$ cat config.mk
export PLATFORM = sky130hd
export DESIGN_NAME = wb_bus_arbiter
export DESIGN_NICKNAME = d
export VERILOG_FILES = /design/src/rtl/wb_bus_arbiter.sv
export SDC_FILE = /design/constraint.sdc
export NUM_CORES = 1
export LEC_CHECK = 0
export ABC_CLOCK_PERIOD_IN_PS = 3800
export BUFFER_PORTS_ARGS = -buffer_cell sky130_fd_sc_hd__buf_4
export CAP_MARGIN = 20
export CORE_AREA = 2 2 123 125
export DETAILED_ROUTE_END_ITERATION = 10
export DIE_AREA = 0 0 125 127
export GPL_TIMING_DRIVEN = 0
export MAX_ROUTING_LAYER = met4
export PLACE_DENSITY = 0.44
export SLEW_MARGIN = 20
export SYNTH_ARGS = -nofsm -noshare
export SYNTH_HDL_FRONTEND = slang
export SYNTH_SLANG_ARGS = --single-unit
$ cat constraint.sdc
create_clock -name clk_i -period 3.8 [get_ports clk_i]
set_input_delay 0.19 -clock clk_i [delete_from_list [all_inputs] [get_ports clk_i]]
set_output_delay 0.19 -clock clk_i [all_outputs]
set_load 0.01 [all_outputs]
$ cat src/rtl/wb_bus_arbiter.sv
// Two-master / one-slave Wishbone-style arbiter with registered grant FSM,
// round-robin or fixed-priority arbitration, and a per-transaction watchdog.
module wb_bus_arbiter #(
    parameter int TIMEOUT_CYCLES = 255,
    parameter bit ROUND_ROBIN    = 1'b1
) (
    input  logic        clk_i,
    input  logic        rst_i,

    input  logic        m0_stb_i,
    input  logic        m0_we_i,
    input  logic [31:0] m0_adr_i,
    input  logic [31:0] m0_data_i,
    input  logic [3:0]  m0_sel_i,
    output logic [31:0] m0_data_o,
    output logic        m0_ack_o,
    output logic        m0_err_o,

    input  logic        m1_stb_i,
    input  logic        m1_we_i,
    input  logic [31:0] m1_adr_i,
    input  logic [31:0] m1_data_i,
    input  logic [3:0]  m1_sel_i,
    output logic [31:0] m1_data_o,
    output logic        m1_ack_o,
    output logic        m1_err_o,

    output logic        s_stb_o,
    output logic        s_we_o,
    output logic [31:0] s_adr_o,
    output logic [31:0] s_data_o,
    output logic [3:0]  s_sel_o,
    input  logic [31:0] s_data_i,
    input  logic        s_ack_i,

    output logic [1:0]  grant_o
);

    localparam int TW = (TIMEOUT_CYCLES > 0) ? $clog2(TIMEOUT_CYCLES + 1) : 1;
    localparam logic [TW-1:0] TMAX = TW'(TIMEOUT_CYCLES);

    typedef enum logic [1:0] {
        IDLE   = 2'd0,
        GRANT0 = 2'd1,
        GRANT1 = 2'd2
    } state_e;

    state_e         state_q, state_d;
    logic           last_q, last_d;
    logic [TW-1:0]  timer_q, timer_d;

    logic           sel1;
    logic           g_stb;
    logic           timeout;
    logic           ack;

    always_ff @(posedge clk_i or posedge rst_i) begin
        if (rst_i) begin
            state_q <= IDLE;
            last_q  <= 1'b1;
            timer_q <= '0;
        end else begin
            state_q <= state_d;
            last_q  <= last_d;
            timer_q <= timer_d;
        end
    end

    always_comb begin
        state_d   = state_q;
        last_d    = last_q;
        timer_d   = timer_q;
        s_stb_o   = 1'b0;
        s_we_o    = 1'b0;
        s_adr_o   = '0;
        s_data_o  = '0;
        s_sel_o   = '0;
        m0_data_o = '0;
        m0_ack_o  = 1'b0;
        m0_err_o  = 1'b0;
        m1_data_o = '0;
        m1_ack_o  = 1'b0;
        m1_err_o  = 1'b0;
        grant_o   = 2'b00;

        sel1    = (state_q == GRANT1);
        g_stb   = sel1 ? m1_stb_i : m0_stb_i;
        timeout = (TIMEOUT_CYCLES > 0) && (timer_q == TMAX);
        ack     = s_ack_i && g_stb && !timeout;

        case (state_q)
            IDLE: begin
                timer_d = '0;
                if (m0_stb_i && m1_stb_i) begin
                    // last_q==0 means master 0 was served last, so master 1 takes its turn
                    state_d = (ROUND_ROBIN && !last_q) ? GRANT1 : GRANT0;
                end else if (m0_stb_i) begin
                    state_d = GRANT0;
                end else if (m1_stb_i) begin
                    state_d = GRANT1;
                end
            end
            GRANT0, GRANT1: begin
                if (timeout || ack) begin
                    state_d = IDLE;
                    last_d  = sel1;
                end else if (!g_stb) begin
                    state_d = IDLE;
                end else if (timer_q != TMAX) begin
                    timer_d = timer_q + TW'(1);
                end
            end
            default: state_d = IDLE;
        endcase

        // Reset blanks every output immediately, ahead of the state register settling
        if (!rst_i && state_q != IDLE) begin
            s_stb_o  = g_stb && !timeout;
            s_we_o   = sel1 ? m1_we_i   : m0_we_i;
            s_adr_o  = sel1 ? m1_adr_i  : m0_adr_i;
            s_data_o = sel1 ? m1_data_i : m0_data_i;
            s_sel_o  = sel1 ? m1_sel_i  : m0_sel_i;
            grant_o  = sel1 ? 2'b10 : 2'b01;
            if (sel1) begin
                m1_data_o = s_data_i;
                m1_ack_o  = ack;
                m1_err_o  = timeout;
            end else begin
                m0_data_o = s_data_i;
                m0_ack_o  = ack;
                m0_err_o  = timeout;
            end
        end
    end

endmodule

; ---- Word-level counts from Yosys, hierarchy flattened
; Index checks and enable logic that the tools add are counted.
; W data, S select, Z words.
[totals]
regBits = 11
[op_classes]
n_addsub = 1
eq_ne = 9
muxes = 35
n_reduce_logical = 15
[ops]
columns = cell, count
row1 = $mux W32, 8
row2 = $mux W8, 3
row3 = $mux W2, 8
row4 = $pmux W8 S2, 1
row5 = $mux W1, 12
row6 = $add A8 B1 Y8 const B, 1
row7 = $eq A8 B8 Y1 const B, 1
row8 = $mux W4, 2
row9 = $ne A8 B8 Y1 const B, 1
row10 = $ne A2 B2 Y1 const B, 3
row11 = $logic_and A1 B1 Y1, 5
row12 = $ne A4 B4 Y1 const B, 1
row13 = $pmux W2 S2, 1
row14 = $reduce_and A2 Y1, 2
row15 = $reduce_and A4 Y1, 1
row16 = $reduce_bool A2 Y1, 2
row17 = $ne A3 B3 Y1 const B, 1
row18 = $eq A2 B1 Y1 const B, 1
row19 = $eq A2 B2 Y1 const B, 1
row20 = $logic_not A1 Y1, 2
row21 = $logic_not A2 Y1, 1
row22 = $reduce_or A2 Y1, 1
row23 = $logic_or A1 B1 Y1, 1

; ---- Depth between registers and ports, before layout
; Gate-level depths: netlist of run 1.
[depth]
word_depth = 7
mapped_depth = 8
depth_no_buf = 6

; ---- Worst setup path after synthesis of run 1
; No wires, ideal clock.
[synth_timing]
path_type = reg-to-output
from = reg state_q[0]
to = out m0_data_o[0]
arrival_ps = 1730
setup_slack_ps = 1880
path_stages_with_launch = 9
path_buffers = 3
cell_sequence = dfrtp_1 > inv_1 > ha_1 > buf_6 > or3_1 > inv_1 > buf_2 > clkbuf_1 > and2_1
[synth_between]
elab_chain_len = 3
[synth_rtl]
columns = item, line
row1 = start: declaration, 48  ; state_e state_q, state_d;
row2 = start signal: assignment, 63  ; state_q <= state_d;
row3 = $eq A2 B2 Y1, 86  ; sel1 = (state_q == GRANT1);
row4 = named net sel1, 52  ; logic sel1;
row5 = $mux W32, 124  ; if (sel1) begin
row6 = $mux W32, 117  ; if (!rst_i && state_q != IDLE) begin
row7 = end: declaration, 15  ; output logic [31:0] m0_data_o,
; The timed path passes the listed nets, and every way through them passes these cells.

; ---- Final worst setup path of run 1
[layout_timing]
from = reg state_q[1]
to = out s_adr_o[25]
[layout_between]
elab_chain_len = 3
[layout_rtl]
columns = item, line
row1 = $eq A2 B2 Y1 or $reduce_bool A2 Y1 (tied branches), "86, 117"
row2 = $mux W32 or $logic_and A1 B1 Y1 (tied branches), "120, 117"
row3 = $mux W32 (*), 117
row4 = end: declaration, 30  ; output logic [31:0] s_adr_o,
; Mark *: on every way between the ends. The rest lies on a longest branch, timed or not.

==> results of run 1 <==
[tightest hold or removal path, cell delays in order]
cell	delay, ps
buf_4	120
nand3_1	60
and3_1	140
[final cells by class]
type	instances	area, um^2
inverter	9	33.8
buffer	26	115
tap	184	230
multi-input combinational	202	1450
clock buffer	4	78.8
sequential	11	277
fill	1586	9870
timing repair buffer	315	2370
[metrics by stage]
step	hold WS [ps]	utilization, %	total power, mW	cell area [um^2]
finish	303	31.6	2.18	4550
global route	325	31.6	2.35	4550
CTS	300	31.6	2.21	4550
detailed placement	250	31.0	2.00	4470
global placement	250	31.0	2.00	4470
floorplan	41.7	-	1.07	1880
[flip-flops by register name, indices dropped and copies added (netlist names)]
register	count
timer_q	8
last_q	1
state_q	2
[timing repair]
action	in CTS	in global routing
hold buffers	1	0
hold endpoints to repair	10	0
endpoints found under the setup margin	0	0
gates resized for setup	0	0
[power by group]
part	switching (mW)	internal [mW]	total [mW]
sequential	0.0278	0.150	0.177
clock	0.0543	0.141	0.195
combinational	0.935	0.871	1.81
total	1.02	1.16	2.18
[logic make-up after synthesis]
kind of cell             Yosys count  share of synthesized area [%]
multiplexers                       4                           2.27
AND/OR/NAND/NOR                  101                           31.1
XOR/XNOR                           1                          0.466
adder cells (fa/ha/maj)            3                           2.00
buffers and inverters             35                           7.93
AO/OA/AOI/OAI                     93                           41.5
flip-flops                        11                           14.7
[layer usage]
layer  GRT usage (%)  up-vias  wire length (um)
met1            20.3     1549              5680
met5               -        -                 0
met4            3.01        0               242
li1                -     1590                 -
met3            3.22       13               880
met2            29.5      147              7500
[cell usage after synthesis (all sizes together), types with 2 or more instances]
| cell type | count | area share (%) |
|---|---|---|
| mux2 | 2 | 1.2 |
| nand2 | 13 | 2.6 |
| mux2i | 2 | 1.1 |
| a31oi | 4 | 1.3 |
| inv | 9 | 1.8 |
| a21oi | 5 | 1.3 |
| clkbuf | 18 | 3.7 |
| ha | 3 | 2.0 |
| nand3 | 3 | 0.80 |
| o21ai | 4 | 1.1 |
| buf | 8 | 2.5 |
| dfrtp | 10 | 13 |
| nor2 | 8 | 1.6 |
| and2 | 32 | 11 |
| a22o | 70 | 33 |
| and3 | 37 | 12 |
| a2111o | 2 | 1.2 |
[path summary, 6_finish.rpt]
path	from	endpoint	slack, ps	cells after the start
max reg2reg	state_q[1]	timer_q[5]	1530	6
max	state_q[1]	s_adr_o[25]	1140	8
max in group asynchronous	rst_i	last_q	2910	3
min	m1_stb_i	state_q[0]	300	3
min in group asynchronous	rst_i	timer_q[4]	550	3
min reg2reg	timer_q[4]	timer_q[4]	510	1
==> key figures, run 1 <==
Placed design
  • Final HPWL DP: 12.4 mm
  • Placed Instances: roughly 750
  • Gpl congestion: 0.880
  • Port Buffers: 314
  • Pre-CTS setup slack: 1360 ps

Floorplanning
  • Die H: 127 um
  • Die width: 125 um
  • Row count: 44
  • Initial core utilization: 13.0%
  • IO Count: 315
  • Die ar.: 15900 um^2
  • Core ar.: around 14000 um^2

STA
  • Worst-margin pin slew: 436 ps
  • Minimum clock period: roughly 2700 ps
  • Final Skew: 1.04 ps
  • Max_slew headroom: 70.1%
  • Final setup vio count: 0
  • Max-slew violations: 0
  • Setup TNS: 0 ps
  • Max Clk Rate: 376 MHz
  • RSZ-0062 raised after global routing: false
  • Final hold vios: 0
  • Setup ws final: 1140 ps
  • Period utilization: a little over two thirds

Logic synthesis
  • Ys Warns: 0
  • Ys async rst share: 100%
  • Synthesized cell area: between 1500 and 2000 um^2
  • EDFF count, synth: 0
  • Flops & latches, synth: 11
  • Cells after synthesis: between 200 and 250
  • Cell variety after synth: 38
  • Register area share after synthesis: roughly 15%
  • Synth Net Count: 426
  • Avg Cell Area, Syn: approximately 7.6 um^2
  • Main flop type after synthesis: dfrtp_1

Global route
  • Largest net degree at the start of global routing: 12
  • All-Layer GR Usage: 16.8%
  • Vias in the first global route: between 3000 and 4000
  • Overflow after GRT: 0
  • First-pass GRT wire length: 20.4 mm
  • Antenna violations before repair: 0

Final layout
  • Finished Layout Cells: 751
  • # diodes: 0
  • Commonest non-fill, non-tap cell in the layout: buf_4
  • Commonest non-fill, non-tap cells in the layout: 314 x buf_4, 70 x a22o_1, 37 x and3_1
  • P&R area growth vs syn: 143%
  • Share of cells above drive strength 1: 58.4%
  • Fin nets: between 700 and 800

Hold path
  • Hold Path Class: in2reg

Critical path
  • Worst setup EP type: primary output
  • WP data arrival: 2470 ps
  • Worst Path Required: 3610 ps
  • Slowest-stage cell, CP: clkbuf_1
  • Setup CP Type: reg2out
  • Startpoint Class: register
  • Cells along the critical path: inv_1, ha_1, nor2_1, nand2_1, inv_2, clkbuf_1, a22o_1, buf_4
  • Worst-path fanout max: 10
  • Largest delay share family, worst path: buffers and inverters
  • CP Buf/Inv Count: 4
  • CP peak stage delay: a little under 400 ps

Clock tree
  • Htree depth: 1
  • Clock buffer count from CTS: 3
  • CTS max path bufs: 2
  • Setup Buffers After CTS: 0
  • CTS root buf: clkbuf_16
  • Sink Count: 11
  • CTS tree: built
  • Clock slew at reported path FFs: approximately 40 ps
  • Clock latency on the worst-skew pair: 240 ps

Route
  • Drt pass-1 iters: 4
  • Routed Antenna Nets: 0
  • Initial DRC count: 222
  • WL per Instance: between 15 and 20 um
  • Vias per inst: 4.39
  • DRC: 0
  • Final WL: 14.3 mm
  • Vias: 3299

Power and ir drop
  • VDD IR max: 0.000240 V
  • Power per cell area: 478 nW/um^2
  • Leakage: 2.57 nW

Outcome
  • Outcome: finished clean

Job
  • Max_cap viols: 0
(Power assumes the default switching activity.)
==> run 2: changes to the inputs <==
ABC_CLOCK_PERIOD_IN_PS = 2300   (was 3800)
CORE_AREA = 2 2 121 123   (was 2 2 123 125)
DIE_AREA = 0 0 123 125   (was 0 0 125 127)
PLACE_DENSITY = 0.47   (was 0.44)
clock period = 2.3 ns   (was 3.8 ns; I/O delays follow)
==> run 2 against run 1 <==
  * Worst hold slack lost 75 ps
  * Clock skew grew 1.2 ps
  * Largest cell class unchanged
  * Register-to-register slack lost 1300 ps
  * Largest power group unchanged
  * Global-route usage grew 0.61 points
  * Power grew 73%
  * Routed wire length shrank 0.11%
==> key figures, run 2 (same netlist as run 1, synthesis figures left out) <==
Clock tree
  • Sink Count: 11 (unchanged)
  • Clock buffer count from CTS: 3 (unchanged)
  • Clock latency on the worst-skew pair: 240 ps (about the same)
  • Htree depth: 1 (unchanged)
  • CTS tree: built
  • CTS max path bufs: 2 (unchanged)
  • CTS root buf: clkbuf_16
  • Clock slew at reported path FFs: 40 ps (about the same)

Final layout
  • Commonest non-fill, non-tap cell in the layout: buf_4
  • Biggest regs: timer_q (8), state_q (2), last_q (1)
  • Fin nets: 746 (unchanged)
  • Largest register FFs: 8 (unchanged)
  • P&R area growth vs syn: 148%
  • Share of cells above drive strength 1: 60.8% (+2.5 points)
  • # diodes: 0 (unchanged)
  • Register with the most flip-flops: timer_q
  • Finished Cell Area: 4660 um^2 (+2.4%)
  • Commonest non-fill, non-tap cells in the layout: 313 x buf_4, 70 x a22o_1, 37 x and3_1

Power and ir drop
  • Leakage: 2.62 nW (+2.0%)
  • VDD IR max: 0.000411 V (+71%)
  • Power per cell area: 809 nW/um^2 (+69%)

STA
  • Final hold vios: 0 (unchanged)
  • Worst-margin pin slew: 468 ps (+31.9 ps)
  • Max-slew violations: 0 (unchanged)
  • Setup ws final: 71.8 ps (-1070 ps)
  • Final setup vio count: 0 (unchanged)
  • Minimum clock period: 2230 ps
  • Final Skew: 2.25 ps (+1.21 ps)
  • Hold_ws: 228 ps (-74.8 ps)
  • Max_slew headroom: 67.9% (-2.2 points)
  • RSZ-0062 raised after global routing: true
  • Period utilization: 96.9%
  • Max Clk Rate: 449 MHz

Route
  • Routed Antenna Nets: 0 (unchanged)
  • Drt pass-1 iters: 4 (unchanged)
  • Final WL: 14.3 mm (-0.11%)
  • Vias: 3332 (+1.0%)
  • WL per Instance: 19.0 um (-0.11%)
  • DRC: 0 (unchanged)
  • Initial DRC count: 146 (-34%)
  • Vias per inst: 4.44 (+1.0%)

Placed design
  • Port Buffers: 314 (unchanged)
  • Placed inst area: 4470 um^2 (unchanged)
  • Pre-CTS setup slack: -72.3 ps (-1430 ps)
  • Final HPWL DP: 12.3 mm (-0.87%)
  • Gpl congestion: 1.00 (+14%)

Critical path
  • WP data arrival: 2110 ps (-360 ps)
  • Setup CP Type: reg2out
  • Worst setup EP type: primary output
  • Worst-path fanout max: 10 (unchanged)
  • Worst Path Required: 2180 ps (-1430 ps)
  • Startpoint Class: register

Floorplanning
  • Die H: 125 um (-1.6%)
  • Initial core utilization: 13.2% (+0.20 points)
  • IO Count: 315 (unchanged)
  • Row count: 44 (unchanged)
  • Core ar.: 14200 um^2 (-1.5%)
  • Die width: 123 um (-1.6%)
  • Die ar.: 15400 um^2 (-3.1%)

Global route
  • Antenna violations before repair: 0 (unchanged)
  • Largest net degree at the start of global routing: 12 (unchanged)
  • Vias in the first global route: 3303 (+2.4%)
  • All-Layer GR Usage: 17.4% (+0.61 points)
  • Overflow after GRT: 0 (unchanged)
  • First-pass GRT wire length: 20.0 mm (-1.9%)

Hold path
  • Hold Path Class: in2reg

Job
  • Max_cap viols: 0 (unchanged)

Outcome
  • Outcome: finished clean
==> run 2: cell types whose count changed in the layout (fill, tap and decap cells not counted), sizes merged <==
cell,previous run,this run
buf,322,325
clkbuf,22,19
==> run 2: final cells by class <==
| cell class | count | area, um^2 |
|---|---|---|
| timing repair buffer | 316 | 2380 |
| tap | 184 | 230 |
| inverter | 9 | 38.8 |
| multi-input combinational | 202 | 1470 |
| sequential | 11 | 277 |
| fill | 1566 | 9540 |
| clock buffer | 4 | 78.8 |
| buffer | 25 | 193 |
==> run 2: worst paths after layout <==
kind | startpoint | end | slack, ps | cells past startpoint
max | state_q[0] | s_data_o[15] | 70 | 9
min | m1_stb_i | state_q[0] | 230 | 3
max reg2reg | state_q[1] | timer_q[5] | 250 | 5
min reg2reg | timer_q[4] | timer_q[4] | 510 | 1
max in group asynchronous | rst_i | last_q | 1470 | 3
min in group asynchronous | rst_i | state_q[1] | 480 | 3
==> run 2: per-stage QoR <==
stage	power (mW)	utilization (%)	setup TNS, ps	cells
floorplan	1.76	-	0	248
global placement	3.29	31.4	-1440	746
detailed placement	3.30	31.4	-1090	746
CTS	3.74	32.5	0	752
global route	4.05	32.8	-2.06	751
finish	3.77	32.8	0	751
==> run 2: where the power goes <==
group | internal (mW) | total [mW] | switching (mW) | leakage [nW]
clock | 0.233 | 0.323 | 0.0896 | 0.0382
combinational | 1.57 | 3.16 | 1.58 | 2.44
sequential | 0.247 | 0.293 | 0.0455 | 0.147
==> run 2: per-layer routing <==
metal | up-vias | wire length (um) | global-route usage [%]
met5 | - | 0 | -
met4 | 0 | 167 | 2.34
met3 | 10 | 1440 | 5.61
met2 | 131 | 7320 | 30.5
met1 | 1596 | 5360 | 19.6
li1 | 1595 | - | -
==> run 2: repair_timing <==
item / CTS / global route
hold buffers: 1 / 0
gates resized for setup: 25 / 21
endpoints found under the hold margin: 10 / 0
setup endpoints to repair: 102 / 102
buffers inserted: 1 / 0
pin swaps: 0 / 3
==> run 2: critical path, cell delays in order, from the launching register on <==
cell	delay, ps
dfrtp_1	340
inv_1	60
ha_1	200
buf_6	140
or3_4	420
inv_6	90
buf_12	140
buf_6	140
a22o_1	190
buf_4	140
==> run 3: changes to the inputs <==
ABC_CLOCK_PERIOD_IN_PS = 2100   (was 2300)
CORE_AREA = 2 2 124 126   (was 2 2 121 123)
DIE_AREA = 0 0 126 128   (was 0 0 123 125)
GPL_TIMING_DRIVEN = not set   (was 0)
PLACE_DENSITY = 0.43   (was 0.47)
clock period = 2.1 ns   (was 2.3 ns; I/O delays follow)
==> run 3 against run 2 <==
  * Routed wire length grew 14%
  * Sequential share of layout area shrank 0.18 points
  * Worst hold slack gained 11 ps
  * Count of clock-buffer cells in the layout is the same
  * Global-route usage grew 0.91 points
  * Critical endpoint is now s_adr_o[17]
==> key figures, run 3 (same netlist as run 1, synthesis figures left out) <==
Global route
  • Overflow after GRT: 0 (unchanged)
  • Largest net degree at the start of global routing: 35 (+23)
  • Vias in the first global route: 3153 (-4.5%)
  • First-pass GRT wire length: 21.9 mm (+9.4%)
  • All-Layer GR Usage: 18.3% (+0.91 points)
  • Antenna violations before repair: 0 (unchanged)

Critical path
  • Flop2flop setup slack: 200 ps (-50 ps)
  • CP peak stage delay: 420 ps (about the same)
  • FF-to-FF path depth: 6 (+1)
  • Setup CP Type: reg2out
  • R2R Path Start: state_q[0]
  • Worst setup EP type: primary output
  • WP data arrival: 1960 ps (-150 ps)
  • CP Buf/Inv Count: 4 (-2)
  • Largest delay share family, worst path: buffers and inverters
  • Slowest-stage cell, CP: or3_4
  • Cells along the critical path: inv_1, ha_1, or3_4, clkinv_8, buf_12, a22o_1, buf_4
  • Terminus of the critical flop-to-flop path: timer_q[3]
  • Worst-path fanout max: 34 (+24)
  • Crit path launch: state_q[0]
  • WP depth: 7 (-2)
  • Worst Path Required: 2000 ps (-180 ps)
  • Critical Path End: s_adr_o[17]
  • Startpoint Class: register

STA
  • Final setup vio count: 0 (unchanged)
  • Final Skew: 0.910 ps (-1.34 ps)
  • Final hold vios: 0 (unchanged)
  • Period utilization: 98.1%
  • Max-slew violations: 0 (unchanged)
  • Hold_ws: 239 ps (+11.2 ps)
  • Minimum clock period: 2060 ps
  • Max_slew headroom: 69.6% (+1.7 points)
  • Setup ws final: 39.0 ps (-32.8 ps)
  • Worst-margin pin slew: 443 ps (-25.1 ps)
  • Max Clk Rate: 485 MHz

Route
  • Initial DRC count: 136 (-6.8%)
  • WL per Instance: 21.7 um (+14%)
  • Vias per inst: 4.51 (+1.7%)
  • Routed Antenna Nets: 0 (unchanged)
  • Drt pass-1 iters: 4 (unchanged)
  • Final WL: 16.3 mm (+14%)
  • DRC: 0 (unchanged)
  • Vias: 3380 (+1.4%)

Final layout
  • Commonest non-fill, non-tap cells in the layout: 322 x buf_4, 64 x a22o_1, 37 x and3_1
  • Fin nets: 739 (-0.94%)
  • Biggest regs: timer_q (8), state_q (2), last_q (1)
  • Largest register FFs: 8 (unchanged)
  • Register with the most flip-flops: timer_q
  • Share of cells above drive strength 1: 62.9% (+2.0 points)
  • Commonest non-fill, non-tap cell in the layout: buf_4
  • P&R area growth vs syn: 156%

Power and ir drop
  • Power per cell area: 913 nW/um^2 (+13%)
  • VDD IR max: 0.000407 V (-0.85%)
  • Leakage: 2.67 nW (+2.0%)

Floorplanning
  • Die width: 126 um (+2.4%)
  • Core ar.: 14900 um^2 (+4.7%)
  • Initial core utilization: 12.6% (-0.59 points)
  • Die H: 128 um (+2.4%)
  • Row count: 45 (+2.3%)
  • Die ar.: 16100 um^2 (+4.9%)
  • IO Count: 315 (unchanged)

Hold path
  • Hold Path Class: in2reg
  • Hold Path Depth: 3 (unchanged)

Clock tree
  • Sink Count: 11 (unchanged)
  • Htree depth: 1 (unchanged)
  • Clock slew at reported path FFs: 40 ps (about the same)
  • CTS tree: built
  • Clock latency on the worst-skew pair: 240 ps (about the same)
  • CTS root buf: clkbuf_16
  • CTS max path bufs: 2 (unchanged)
  • Setup Buffers After CTS: 0 (-1)
  • Clock buffer count from CTS: 3 (unchanged)

Placed design
  • Port Buffers: 314 (unchanged)
  • Gpl congestion: 0.939 (-6.3%)
  • Pre-CTS setup slack: 161 ps (+233 ps)
  • Final HPWL DP: 13.0 mm (+6.0%)

Job
  • Max_cap viols: 0 (unchanged)

Outcome
  • Outcome: finished clean
run 3: cell types whose count changed in the layout (fill, tap and decap cells not counted), sizes merged:
| cell | change |
|---|---|
| inv | -2 |
| clkinv | +2 |
| clkbuf | -14 |
| diode | +1 |
| buf | +7 |
run 3: report_power, final:
| group | internal (mW) | switching, mW | total [mW] | leakage (nW) |
|---|---|---|---|---|
| Combinational | 1.89 | 1.83 | 3.72 | 2.49 |
| Sequential | 0.271 | 0.0530 | 0.324 | 0.147 |
| Clock | 0.256 | 0.102 | 0.357 | 0.0382 |
run 3: repair_timing:
item / in CTS / in global routing
pin swaps: 1 / 0
gates resized for setup: 9 / 13
hold buffers: 1 / 0
cloned: 4 / 1
hold endpoints to repair: 10 / 0
endpoints found under the setup margin: 71 / 58
run 3: how the worst min path moves through the flow:
stage | start | endpoint | slack [ps]
final | m1_stb_i | state_q[0] | 240
after floorplan | rst_i | state_q[0] | -40
after CTS | m1_stb_i | state_q[0] | 240
after global routing | m1_stb_i | state_q[0] | 250
after detailed placement | rst_i | state_q[1] | 170
after global placement | rst_i | state_q[1] | 160
run 3: layout make-up:
class | count | area (um^2)
Antenna cell | 1 | 2.50
Sequential cell | 11 | 277
Clock buffer | 4 | 78.8
Fill cell | 1633 | 10000
Inverter | 9 | 51.3
Timing Repair Buffer | 334 | 2640
Tap cell | 188 | 235
Multi-Input combinational cell | 202 | 1530
run 3: routing by layer:
metal	vias to the layer above	global-route usage [%]	routed length [um]
met5	-	-	0
met4	0	1.75	60
met3	5	3.17	984
met2	131	31.0	8340
met1	1660	23.9	6900
li1	1584	-	-
run 3: metrics by stage:
stage / instance area [um^2] / utilization, % / setup TNS [ps] / total power, mW / std cells
6_report: 4810 / 32.4 / 0 / 4.40 / 749
4_1_cts: 4750 / 31.9 / -1240 / 4.37 / 747
3_5_place_dp: 4510 / 30.3 / 0 / 3.71 / 738
5_1_grt: 4810 / 32.4 / -4.95 / 4.65 / 748
2_1_floorplan: 1880 / - / 0 / 1.93 / 248
3_3_place_gp: 4510 / 30.3 / 0 / 3.72 / 738
run 3: worst reg2reg max path: cells and delay by family, from the launching register on:
kind / cells / cell delay [ps]
DFF: 1 / 380
and+or+nand+nor: 1 / 220
buffers and inverters: 1 / 130
muxes: 1 / 430
AOI/OAI and AO/OA: 2 / 420
adders and majority gates: 1 / 200
